File: src/rtl/sync_fifo_stat.sv
// Parametrised synchronous FIFO with occupancy count, programmable watermarks,
// registered read data, flush and sticky error flags. Define SYNC_FIFO_ASSERT_EN for inline assertions.
module sync_fifo_stat #(
    parameter int WIDTH    = 32,
    parameter int DEPTH    = 8,
    parameter int AF_LEVEL = DEPTH - 2,
    parameter int AE_LEVEL = 2
) (
    input  logic                       clk,
    input  logic                       reset_n,
    input  logic                       flush,
    input  logic                       wr_en,
    input  logic [WIDTH-1:0]           wr_data,
    input  logic                       rd_en,
    output logic [WIDTH-1:0]           rd_data,
    output logic                       rd_valid,
    output logic                       full,
    output logic                       empty,
    output logic                       almost_full,
    output logic                       almost_empty,
    output logic [$clog2(DEPTH+1)-1:0] count,
    output logic                       overflow,
    output logic                       underflow,
    input  logic                       clear_err
);

    localparam int CW = $clog2(DEPTH + 1);
    localparam int PW = $clog2(DEPTH);
    localparam logic [PW-1:0] PTR_LAST = PW'(DEPTH - 1);
    localparam logic [CW-1:0] CNT_FULL = CW'(DEPTH);
    localparam logic [CW-1:0] AF_CNT   = CW'(AF_LEVEL);
    localparam logic [CW-1:0] AE_CNT   = CW'(AE_LEVEL);
    localparam logic          AF_RST   = (AF_LEVEL == 0);

    logic [WIDTH-1:0] r_mem [DEPTH];
    logic [PW-1:0]    r_wr_ptr;
    logic [PW-1:0]    r_rd_ptr;
    logic [CW-1:0]    r_count;
    logic [WIDTH-1:0] r_rd_data;
    logic             r_rd_valid;
    logic             r_full;
    logic             r_empty;
    logic             r_almost_full;
    logic             r_almost_empty;
    logic             r_overflow;
    logic             r_underflow;

    logic             w_rd_acc;
    logic             w_wr_acc;
    logic             w_ovf_evt;
    logic             w_udf_evt;
    logic [CW-1:0]    w_count_nxt;

    // Wrap by explicit compare so non-power-of-two depths work.
    function automatic logic [PW-1:0] ptr_inc(input logic [PW-1:0] p);
        return (p == PTR_LAST) ? {PW{1'b0}} : p + PW'(1);
    endfunction

    assign w_rd_acc  = rd_en & ~r_empty;
    assign w_wr_acc  = wr_en & (~r_full | w_rd_acc);
    assign w_ovf_evt = wr_en & ~w_wr_acc;
    assign w_udf_evt = rd_en & r_empty;

    // Next occupancy from the accepted read/write pair.
    always_comb begin
        w_count_nxt = r_count;
        case ({w_wr_acc, w_rd_acc})
            2'b10:   w_count_nxt = r_count + CW'(1);
            2'b01:   w_count_nxt = r_count - CW'(1);
            default: w_count_nxt = r_count;
        endcase
    end

    // Storage array; reset and flush suppress the write.
    always_ff @(posedge clk) begin
        if (reset_n && !flush && w_wr_acc) begin
            r_mem[r_wr_ptr] <= wr_data;
        end
    end

    // Pointers, count, read port, flags and sticky errors.
    always_ff @(posedge clk) begin
        if (!reset_n) begin
            r_wr_ptr       <= {PW{1'b0}};
            r_rd_ptr       <= {PW{1'b0}};
            r_count        <= {CW{1'b0}};
            r_rd_data      <= {WIDTH{1'b0}};
            r_rd_valid     <= 1'b0;
            r_full         <= 1'b0;
            r_empty        <= 1'b1;
            r_almost_full  <= AF_RST;
            r_almost_empty <= 1'b1;
            r_overflow     <= 1'b0;
            r_underflow    <= 1'b0;
        end else if (flush) begin
            // rd_data and error flags deliberately keep their values
            r_wr_ptr       <= {PW{1'b0}};
            r_rd_ptr       <= {PW{1'b0}};
            r_count        <= {CW{1'b0}};
            r_rd_valid     <= 1'b0;
            r_full         <= 1'b0;
            r_empty        <= 1'b1;
            r_almost_full  <= AF_RST;
            r_almost_empty <= 1'b1;
        end else begin
            if (w_wr_acc) begin
                r_wr_ptr <= ptr_inc(r_wr_ptr);
            end else begin
                r_wr_ptr <= r_wr_ptr;
            end
            if (w_rd_acc) begin
                r_rd_ptr  <= ptr_inc(r_rd_ptr);
                r_rd_data <= r_mem[r_rd_ptr];
            end else begin
                r_rd_ptr  <= r_rd_ptr;
                r_rd_data <= r_rd_data;
            end
            r_rd_valid     <= w_rd_acc;
            r_count        <= w_count_nxt;
            r_full         <= (w_count_nxt == CNT_FULL);
            r_empty        <= (w_count_nxt == {CW{1'b0}});
            r_almost_full  <= (w_count_nxt >= AF_CNT);
            r_almost_empty <= (w_count_nxt <= AE_CNT);
            // A new error event wins over a coincident clear.
            r_overflow     <= w_ovf_evt | (r_overflow & ~clear_err);
            r_underflow    <= w_udf_evt | (r_underflow & ~clear_err);
        end
    end

    assign rd_data      = r_rd_data;
    assign rd_valid     = r_rd_valid;
    assign full         = r_full;
    assign empty        = r_empty;
    assign almost_full  = r_almost_full;
    assign almost_empty = r_almost_empty;
    assign count        = r_count;
    assign overflow     = r_overflow;
    assign underflow    = r_underflow;

`ifdef SYNC_FIFO_ASSERT_EN
    if (!((AE_LEVEL < AF_LEVEL) && (AF_LEVEL <= DEPTH))) begin : g_param_chk
        $error("sync_fifo_stat: require AE_LEVEL < AF_LEVEL <= DEPTH");
    end

    a_count_max: assert property (@(posedge clk) disable iff (!reset_n)
        count <= CNT_FULL);
    a_empty_dec: assert property (@(posedge clk) disable iff (!reset_n)
        empty == (count == {CW{1'b0}}));
    a_full_dec: assert property (@(posedge clk) disable iff (!reset_n)
        full == (count == CNT_FULL));
    a_rd_known: assert property (@(posedge clk) disable iff (!reset_n)
        rd_valid |-> !$isunknown(rd_data));
    // Flush is the only legal way to move count by more than one.
    a_count_step: assert property (@(posedge clk) disable iff (!reset_n)
        ($past(reset_n) && !$past(flush)) |->
        ((count == $past(count)) || (count == $past(count) + CW'(1)) ||
         (count + CW'(1) == $past(count))));
    a_ovf_sticky: assert property (@(posedge clk) disable iff (!reset_n)
        $fell(overflow) |-> ($past(clear_err) || !$past(reset_n)));
    a_udf_sticky: assert property (@(posedge clk) disable iff (!reset_n)
        $fell(underflow) |-> ($past(clear_err) || !$past(reset_n)));
`else
`endif

endmodule

File: config.mk
export PLATFORM = sky130hd
export DESIGN_NAME = sync_fifo_stat
export DESIGN_NICKNAME = d
export VERILOG_FILES = /design/src/rtl/sync_fifo_stat.sv
export SDC_FILE = /design/constraint.sdc
export NUM_CORES = 1
export LEC_CHECK = 0
export BUFFER_PORTS_ARGS = -buffer_cell sky130_fd_sc_hd__buf_2
export CAP_MARGIN = 10
export CORE_MARGIN = 1
export CORE_UTILIZATION = 60
export DETAILED_ROUTE_END_ITERATION = 10
export PLACE_DENSITY = 0.83
export SLEW_MARGIN = 20
export SYNTH_ARGS = -nofsm -noshare
export SYNTH_HDL_FRONTEND = slang
export SYNTH_SLANG_ARGS = --single-unit
File: constraint.sdc
create_clock -name clk -period 4.8 [get_ports clk]
set_input_delay 0.24 -clock clk [delete_from_list [all_inputs] [get_ports clk]]
set_output_delay 0.24 -clock clk [all_outputs]
set_load 0.01 [all_outputs]
Word-level counts from Yosys, hierarchy flattened
Memory sizes are Yosys's and may differ from the RTL's. A register that Yosys moved wholly into a read port is not among the register bits.
Index checks and enable logic that the tools add are counted.
Cells by class
  $lt $le $gt $ge: 2
  equality and inequality tests: 5
  reduce and logical (&&, ||, !) cells: 7
  add/sub/neg operators: 4
  bitwise logic cells: 15
  mux-type cells: 5
Operators with widths (count)
  $pmux W4 S2: 1
  $add A3 B1 Y3 const B: 2
  $and A1 B1 Y1: 6
  $eq A3 B3 Y1 const B: 2
  $mux W3: 2
  $not A1 Y1: 6
  $add A4 B1 Y4 const B: 1
  $eq A4 B4 Y1 const B: 1
  $ge A4 B3 Y1 const B: 1
  $le A4 B2 Y1 const B: 1
  $logic_not A4 Y1: 1
  $sub A4 B1 Y4 const B: 1
  $or A1 B1 Y1: 3
  $eq A2 B1 Y1 const B: 1
  $eq A2 B2 Y1 const B: 1
  $logic_and A1 B1 Y1: 2
  $logic_not A1 Y1: 2
  $mux W1: 2
  $reduce_and A2 Y1: 1
  $reduce_or A2 Y1: 1
Word-level totals
  bits in registers: 17
  bits in writable memories: 256
  output and inout bits: 43
  memories kept: 1
Memory list
  r_mem: depth 8, bits a word 32, rd ports 1, clocked after Yosys merged registers in 1, write ports 1, line 35  | logic [WIDTH-1:0] r_mem [DEPTH];

Depth between registers and ports, before layout
Gate-level depths: netlist (run 1).
  word-level depth: 7
  depth in mapped cells: 12
  depth with buffers taken out: 11

Least setup slack after synthesis (run 1)
No wires, ideal clock.
  kind: register -> register
  from: reg r_empty, in the netlist empty
  to: mem r_mem[0][0] (enable)
  arrival time: 3.475 ns
  path slack: 0.857 ns
  clock period less this slack: 3.943 ns
  stages on the path, launching flop included: 7
  path through: dfxtp_1 > nand2b_1 > buf_2 > nand2_2 > and3_1 > nor2b_1 > nor3b_1
Between the ends
  cells in the longest elaborated chain, start to end: 7
RTL lines
  start, declared: line 42  | logic r_empty;
  start signal, assigned: line 121  | r_empty <= (w_count_nxt == {CW{1'b0}});
  $not A1 Y1: line 59  | assign w_rd_acc = rd_en & ~r_empty;
  $and A1 B1 Y1: line 59
  $or A1 B1 Y1: line 60  | assign w_wr_acc = wr_en & (~r_full | w_rd_acc);
  $and A1 B1 Y1: line 60
  $logic_and A1 B1 Y1: line 76  | if (reset_n && !flush && w_wr_acc) begin
  $mux W1: line 76
  $mux W1 (not written as such): line 77  | r_mem[r_wr_ptr] <= wr_data;
  end, declared: line 35
No other way between the ends.

Final worst setup path (run 1)
  from: reg r_empty, in the netlist empty
  to: reg r_full, in the netlist full
Between the ends
  cells in the longest elaborated chain, start to end: 7
RTL lines
  $not A1 Y1 *: line 59
  $and A1 B1 Y1 *: line 59
  $or A1 B1 Y1: line 60
  $and A1 B1 Y1: line 60
  $eq A2 B1 Y1 / $eq A2 B2 Y1 (equally long branches): line 67  | case ({w_wr_acc, w_rd_acc})
  $pmux W4 S2 *: line 67
  $eq A4 B4 Y1 *: line 120  | r_full <= (w_count_nxt == CNT_FULL);
  end signal, assigned: line 120
  end, declared: line 41  | logic r_full;
Mark *: on every way between the ends. The rest lies on a longest branch, timed or not.
A chain may end at the register's enable or synchronous reset.

==> results of run 1 <==
[where the power goes]
part           switching, mW  total, mW  internal, mW  leakage (nW)
logic                 0.0926      0.166        0.0734          1.31
clock network          0.899       2.16          1.26         0.445
registers             0.0179       2.91          2.89          2.71
[worst max-delay path, delay by kind of cell (launching register included)]
family | cells | cell delay, ns
flops | 1 | 0.34
simple gates | 5 | 0.94
xor+xnor | 3 | 0.70
fa+ha+maj | 2 | 0.49
compound gates | 1 | 0.13
[kinds of logic (layout without fill, tap and decap cells)]
| family | count (synthesis) | after routing |
|---|---|---|
| AO/OA/AOI/OAI | 79 | 79 |
| XOR/XNOR | 4 | 4 |
| adder cells (fa/ha/maj) | 7 | 7 |
| buffers and inverters | 37 | 175 |
| flip-flops | 305 | 305 |
| multiplexers | 99 | 99 |
| AND/OR/NAND/NOR | 46 | 46 |
[routing by layer]
layer | share of wire, % | global-route usage [%] | vias to the layer above
met5 | 0 | 0 | -
met4 | 3.4 | 9.95 | 0
met2 | 51 | 40.7 | 281
met1 | 39 | 31.8 | 3037
met3 | 7.0 | 3.94 | 64
li1 | - | - | 2579
[worst max-delay path by stage]
stage,start,endpoint,slack (ns),depth (start not counted)
2_1_floorplan,empty,r_mem[0][0],0.86,6
3_3_place_gp,reset_n,r_mem[3][14],2.16,4
3_5_place_dp,reset_n,r_mem[3][13],2.10,4
4_1_cts,empty,full,2.13,11
5_1_grt,empty,full,1.84,11
6_report,empty,full,2.12,11
[area by class of cell]
type | instances | area (sq um)
clock buffer | 40 | 797
clock inverter | 11 | 101
fill | 1057 | 5410
inverter | 3 | 11.3
multi-input combinational | 235 | 2680
sequential | 305 | 8670
tap | 234 | 293
timing repair buffer | 121 | 801
[per-stage QoR]
step | utilization, % | cells | hold slack, ns
global placement | 64.7 | 868 | 0.493
floorplan | - | 577 | 0.339
CTS | 71.0 | 948 | 0.00112
detailed placement | 64.7 | 868 | 0.491
finish | 71.2 | 949 | 0.0118
global route | 71.2 | 949 | 0.00344
[state kept, by name (all words and copies together) (netlist names)]
name	cells
almost_empty	1
almost_full	1
count	4
empty	1
full	1
overflow	1
r_mem	256
r_rd_ptr	3
r_wr_ptr	3
rd_data	32
rd_valid	1
underflow	1
[timing repair]
| action | 4_1_cts | 5_1_grt |
|---|---|---|
| endpoints found under the hold margin | 232 | 0 |
| hold buffers | 29 | 0 |
| buffers inserted | 0 | 0 |
[placed cells by master (no fill, tap or decap), types with 3 or more instances in the layout]
| cell | netlist | layout |
|---|---|---|
| clkbuf_8 | 0 | 3 |
| clkinv_1 | 0 | 3 |
| edfxtp_1 | 256 | 256 |
| clkinv_2 | 0 | 6 |
| nand2b_1 | 4 | 4 |
| a21oi_1 | 37 | 37 |
| o21ai_0 | 32 | 32 |
| nand2_1 | 9 | 9 |
| mux4_2 | 63 | 63 |
| dlygate4sd3_1 | 0 | 29 |
| nor2_1 | 7 | 6 |
| buf_2 | 15 | 80 |
| clkbuf_16 | 0 | 29 |
| dfxtp_1 | 49 | 46 |
| clkbuf_1 | 13 | 8 |
| mux2i_1 | 35 | 35 |
| inv_1 | 3 | 3 |
| nor2b_1 | 5 | 4 |
| ha_1 | 7 | 7 |
| buf_4 | 0 | 11 |
| nor3b_2 | 0 | 4 |
==> results.yml, run 1 <==
run_status:
  status: "finished clean"
place:
  hpwl_mm: 12.0
  port_buffers: 80
  placed_cell_area_sq_um: 12100
  dp_worst_setup_slack_ns: 2.10
  place.gp.congestion: 0.753
finish:
  area_growth_pct: 15.9
  nNetsFinal: 739
  finalInstanceArea_sq_um: 13400
  diodes: 0
  layout-drive-gt1-share_pct: 29.9
timing:
  layout_worst_path_cycle_share_pct: 55.9
  fin_crit_ns: 2.68
  slew_violations: 0
  final.setup.worst_slack_ns: 2.12
  rsz0062_at_grt: "no"
  setup_viol: 0
  tightestPinTransition_ns: 1.11
  skew_ns: 0.0150
  slew_headroom_pct: 25.9
  fmax_mhz: 373
  finalSetupTns_ns: 0
  hold_violations: 0
setup_path:
  cp.required_ns: 5.23
  critPathArrivalTime_ns: 3.12
  reg2reg_from: "empty"
  path_class: "flip-flop to flip-flop"
  max_stage_delay_ns: 0.34
  path_max_fanout: 8
  timing.rr.end: "full"
  critPathSlowestCell: "dfxtp_1"
  reg2reg_slack_ns: 2.12
  crit_path_start_kind: "flip-flop"
  cp-end-kind: "flip-flop"
  path_cells: "nand2b_1, nand2_2, nand2_1, ha_1, xor2_1, ha_1, a21oi_2, xor2_1, nor2_1, xnor2_1, nor4bb_4"
  rr_worst_depth: 11
synth:
  yosys.area_share.xor_xnor_pct: 0.369
  synth-simple-area-share_pct: 2.44
  synth-compound-area-share_pct: 3.72
  synth_top_family_by_area: "multiplexers"
  ys_ff_latch: 305
  ys_warn_count: 0
  async_flop_share_pct: 0
  synth_common_cells: "edfxtp_1, mux4_2, dfxtp_1, a21oi_1, mux2i_1"
  synth_top_flop_cell: "edfxtp_1"
  syn_avg_cell_area_sq_um: 20.0
  syn_area_sq_um: 11500
  synth_area_leader_cell: "edfxtp_1"
  yosysUniqueCellTypes: 39
  synthAdderAreaFrac_pct: 0.760
  yosysMostFrequentCell: "edfxtp_1"
  synth_nets: 622
  yosys-mux-area-fraction_pct: 15.6
  synth_top_cells_by_area: "edfxtp_1, mux4_2, dfxtp_1"
  ys_seq_area_share_pct: 75.2
  netlist_instances: 577
  synth-edff-count: 256
  netlist.area_leader.share_pct: 66.7
power_and_ir_drop:
  ir_drop_v: 0.000314
  total_power_mw: 5.23
  power.leakage_nw: 4.46
  power_density_nw_per_um2: 391
global_routing:
  grt_pass1_vias: 6261
  grt_max_degree: 66
  grt_pass1_wl_mm: 35.2
  overflow: 0
  antenna_found_initial: 0
  grt.total_usage_pct: 24.1
clocking:
  clock-sinks: 305
  post_cts_resized: 0
  cts-root-buf: "clkbuf_16"
  h-tree-depth: 1
  numCtsBuffers: 28
  path_clk_slew_ns: 0.06
  tritoncts: "yes"
  cts_max_path_buffers: 3
  clk_latency_ns: 0.54
floorplan:
  placementRows: 50
  die_area_sq_um: 19800
  core_sq_um: 18800
  die_x_microns: 141
  ios: 81
  die_h_microns: 141
  initial_core_util_pct: 61.4
routing:
  vias: 5961
  drtIter0Drc: 430
  vias_per_cell: 6.28
  post_drt_wl_per_cell_microns: 24.0
  drtAntennaViolNets: 0
  drc: 0
  drt-total-wl_mm: 22.8
  firstDrtPassIters: 5
worst_hold_path:
  hold_path_depth: 1
  min_path_type: "input pin to flip-flop"
  hold-path-endpoint: "r_mem[3][11]"
  min_from: "wr_data[11]"
flow_run:
  drv_cap: 0
(Power assumes the default switching activity.)
==> run 2, diff against run 1 <==
- clock period: 4.8 -> 2.8 ns (I/O delays scaled with it)
==> results.yml, run 2 (same netlist as run 1, synthesis figures left out) <==
run_status:
  status: "finished clean"
setup_path:
  path_max_fanout: 8
  cp.required_ns: 3.25
  cp-end-kind: "flip-flop"
  path_class: "flip-flop to flip-flop"
  crit_path_start_kind: "flip-flop"
  critPathArrivalTime_ns: 3.00
clocking:
  clock-sinks: 305
  cts_max_path_buffers: 3
  tritoncts: "yes"
  numCtsBuffers: 29
  path_clk_slew_ns: 0.06
  h-tree-depth: 1
  cts-root-buf: "clkbuf_16"
  clk_latency_ns: 0.54
routing:
  firstDrtPassIters: 4
  drt-total-wl_mm: 24.1
  vias: 6105
  drtIter0Drc: 511
  vias_per_cell: 6.32
  post_drt_wl_per_cell_microns: 24.9
  drc: 0
  drtAntennaViolNets: 0
timing:
  slew_headroom_pct: 55.4
  fmax_mhz: 392
  fin_crit_ns: 2.55
  hold_violations: 0
  rsz0062_at_grt: "no"
  slew_violations: 0
  layout_worst_path_cycle_share_pct: 91.1
  setup_viol: 0
  skew_ns: 0.00830
  tightestPinTransition_ns: 0.669
finish:
  layout-drive-gt1-share_pct: 30.9
  largest_reg_flops: 256
  area_growth_pct: 17.6
  regArea_sq_um: 8670
  final_common_cell: "edfxtp_1"
  fillers: 1084
  layout_common_cells: "edfxtp_1, buf_2, mux4_2"
  stdcell_count: 966
  nNetsFinal: 755
  largest-register: "r_mem"
  diodes: 0
  post-route-util_pct: 72.2
  multi_input_area_sq_um: 2700
power_and_ir_drop:
  power.leakage_nw: 4.55
  power_frac_comb_pct: 3.4
  ir_drop_v: 0.000510
  power_density_nw_per_um2: 664
  p_clk_share_pct: 41.3
  p_int_mw: 7.19
  switching_power_mw: 1.81
  total_power_mw: 9.00
  switching_share_pct: 20.1
  p_seq_share_pct: 55.3
floorplan:
  initial_core_util_pct: 61.4
  die_x_microns: 141
  placementRows: 50
  die_h_microns: 141
  ios: 81
  core_sq_um: 18800
  die_area_sq_um: 19800
place:
  place.gp.congestion: 0.764
  hpwl_mm: 12.9
  placed_cells: 878
  port_buffers: 80
worst_hold_path:
  min_path_type: "input pin to flip-flop"
global_routing:
  overflow: 0
  grt_pass1_wl_mm: 36.9
  antenna_found_initial: 1
  grt.total_usage_pct: 25.5
  grt_pass1_vias: 6340
  grt_max_degree: 66
flow_run:
  drv_cap: 0
## run 2: through the flow
| stage | setup WS, ns | TNS [ns] | hold WS (ns) | cell area [sq um] |
|---|---|---|---|---|
| final | 0.250 | 0 | 0.0287 | 13600 |
| after global routing | 0.0493 | 0 | 0.0334 | 13600 |
| after CTS | 0.128 | 0 | 0.00906 | 13500 |
| after detailed placement | 0.167 | 0 | 0.412 | 12300 |
| after global placement | 0.300 | 0 | 0.399 | 12300 |
| after floorplan | -1.05 | -93.68 | 0.239 | 11500 |
## run 2: cell type report
type / count / area share [%]
Sequential cell: 305 / 64.0
Multi-Input combinational cell: 235 / 19.9
Timing Repair Buffer: 136 / 7.26
Clock buffer: 33 / 5.54
Tap cell: 234 / 2.16
Clock inverter: 20 / 1.08
Inverter: 3 / 0.0831
## run 2: worst paths after layout
path         slack [ns]  startpoint        to  cells after the start
max                0.25       empty      full                     11
min                0.03       flush  count[0]                      3
max reg2reg        0.25       empty      full                     11
min reg2reg        0.52    overflow  overflow                      2
## run 2: repair_timing
action                                  4_1_cts  5_1_grt
endpoints found under the setup margin        0        5
endpoints found under the hold margin       260        0
hold buffers                                 35        0
gates resized for setup                       0        2
buffers inserted                              0        0
## run 2: power groups by stage
stage,clock network [mW],registers [mW],logic (mW)
2_1_floorplan,0,5.08,0.130
3_3_place_gp,0,5.07,0.245
3_5_place_dp,0,5.07,0.261
4_1_cts,3.76,4.98,0.304
5_1_grt,3.93,4.98,0.331
6_report,3.72,4.98,0.307
## run 2: critical path, stage by stage (launching register included)
cell and delay [ns]:
dfxtp_1 0.35, nand2b_2 0.27, nand2_2 0.14, nand2_1 0.15, ha_1 0.29, xor2_1 0.18, ha_1 0.21, a21oi_2 0.12
xor2_1 0.19, nor2_1 0.09, xnor2_2 0.24, nor4bb_4 0.23
## run 2: metal layers
layer  GRT usage [%]  wire (microns)
met1            34.0            9690
met2            44.1           12400
met3            3.74            1410
met4            8.01             622
met5               0               0
==> run 3, diff against run 2 <==
==> constraint.sdc (replaced) <==
create_clock -name clk -period 2.8 [get_ports clk]
set_input_delay 0.28 -clock clk [delete_from_list [all_inputs] [get_ports clk]]
set_output_delay 0.28 -clock clk [all_outputs]
set_load 0.01 [all_outputs]
==> results.yml, run 3 (same netlist as run 1, synthesis figures left out) <==
floorplan:
  placementRows: 50
  initial_core_util_pct: 61.4
  die_x_microns: 141
  core_sq_um: 18800
  die_h_microns: 141
  die_area_sq_um: 19800
  ios: 81
finish:
  nNetsFinal: 728
  area_growth_pct: 15.7
  final_common_cell: "edfxtp_1"
  largest-register: "r_mem"
  fillers: 1080
  layout-drive-gt1-share_pct: 32.9
  multi_input_area_sq_um: 2690
  stdcell_count: 941
  post-route-util_pct: 71.0
  layout_common_cells: "edfxtp_1, buf_2, mux4_2"
  regArea_sq_um: 8670
  largest_reg_flops: 256
setup_path:
  path_max_fanout: 8
  cp.required_ns: 3.25
  reg2reg_from: "empty"
  crit_path_start_kind: "flip-flop"
  critPathArrivalTime_ns: 3.03
  worstSetupStartpoint: "empty"
  cp-end-kind: "flip-flop"
  path_class: "flip-flop to flip-flop"
clocking:
  cts-root-buf: "clkbuf_16"
  cts_max_path_buffers: 3
  clock-sinks: 305
  path_clk_slew_ns: 0.06
  cts_setup_buffers: 0
  numCtsBuffers: 29
  h-tree-depth: 1
  clk_latency_ns: 0.54
  tritoncts: "yes"
timing:
  hold-worst-slack_ns: 0.0124
  hold_violations: 0
  fin_crit_ns: 2.57
  tightestPinTransition_ns: 0.648
  finalSetupTns_ns: 0
  slew_headroom_pct: 56.8
  skew_ns: 0.0156
  setup_viol: 0
  slew_violations: 0
  fmax_mhz: 388
  layout_worst_path_cycle_share_pct: 92.0
routing:
  vias_per_cell: 6.25
  firstDrtPassIters: 5
  drt-total-wl_mm: 23.2
  drc: 0
  vias: 5880
  drtIter0Drc: 404
  drtAntennaViolNets: 0
  post_drt_wl_per_cell_microns: 24.6
global_routing:
  overflow: 0
  grt.total_usage_pct: 24.7
  antenna_found_initial: 2
  grt_pass1_wl_mm: 36.0
  grt_max_degree: 66
  grt_pass1_vias: 6249
power_and_ir_drop:
  power_density_nw_per_um2: 684
  ir_drop_v: 0.000645
  power.leakage_nw: 4.47
run_status:
  status: "finished clean"
place:
  place.gp.congestion: 0.751
  hpwl_mm: 12.8
  port_buffers: 80
  placed_cells: 880
worst_hold_path:
  min_path_type: "input pin to flip-flop"
  min_from: "wr_data[1]"
flow_run:
  drv_cap: 0
[run 3: path summary, 6_finish.rpt]
check / depth (start not counted) / slack [ns] / to
worst max register to register: 11 / 0.23 / full
worst min register to register: 2 / 0.51 / underflow
worst min-delay path: 1 / 0.01 / r_mem[1][1]
worst max-delay path: 11 / 0.23 / full
[run 3: critical path, stage by stage, from the launching register on]
cell,delay [ns]
dfxtp_1,0.34
nand2b_1,0.30
nand2_2,0.17
nand2_1,0.15
ha_1,0.29
xor2_1,0.19
ha_1,0.21
a21oi_2,0.11
xor2_1,0.15
nor2_1,0.09
xnor2_2,0.25
nor4bb_4,0.24
[run 3: what timing repair did]
item | in CTS | in global routing
gates resized for setup | 0 | 1
hold buffers | 6 | 0
hold endpoints to repair | 39 | 0
setup endpoints to repair | 0 | 4
[run 3: cell type report]
class	count	area share, %
diodes	1	0.0188
repair buffers	109	5.22
flip-flops and latches	305	65.1
multi-input cells	235	20.2
clock buffers	37	5.90
clock inverters	17	1.30
inverters	3	0.0845
well taps	234	2.20
[run 3: power breakdown]
group | internal, mW | total [mW] | leakage [nW] | switching, mW
Clock | 2.27 | 3.88 | 0.478 | 1.61
Combinational | 0.110 | 0.267 | 1.28 | 0.156
Sequential | 4.95 | 4.98 | 2.71 | 0.0272
[run 3: metal layers]
layer | vias to the layer above | wire length [microns] | GRT usage [%]
met3 | 56 | 1420 | 4.08
met1 | 3011 | 9000 | 31.6
met2 | 253 | 12000 | 42.8
li1 | 2558 | - | -
met5 | - | 13 | 0
met4 | 2 | 723 | 9.95
[run 3: per-stage QoR]
| step | worst slack, ns | power, mW | cell area, sq um |
|---|---|---|---|
| floorplan | -1.05 | 5.21 | 11500 |
| global placement | 0.305 | 5.31 | 12300 |
| detailed placement | 0.149 | 5.33 | 12300 |
| CTS | 0.114 | 9.18 | 13300 |
| global route | -0.00679 | 9.38 | 13300 |
| finish | 0.225 | 9.12 | 13300 |
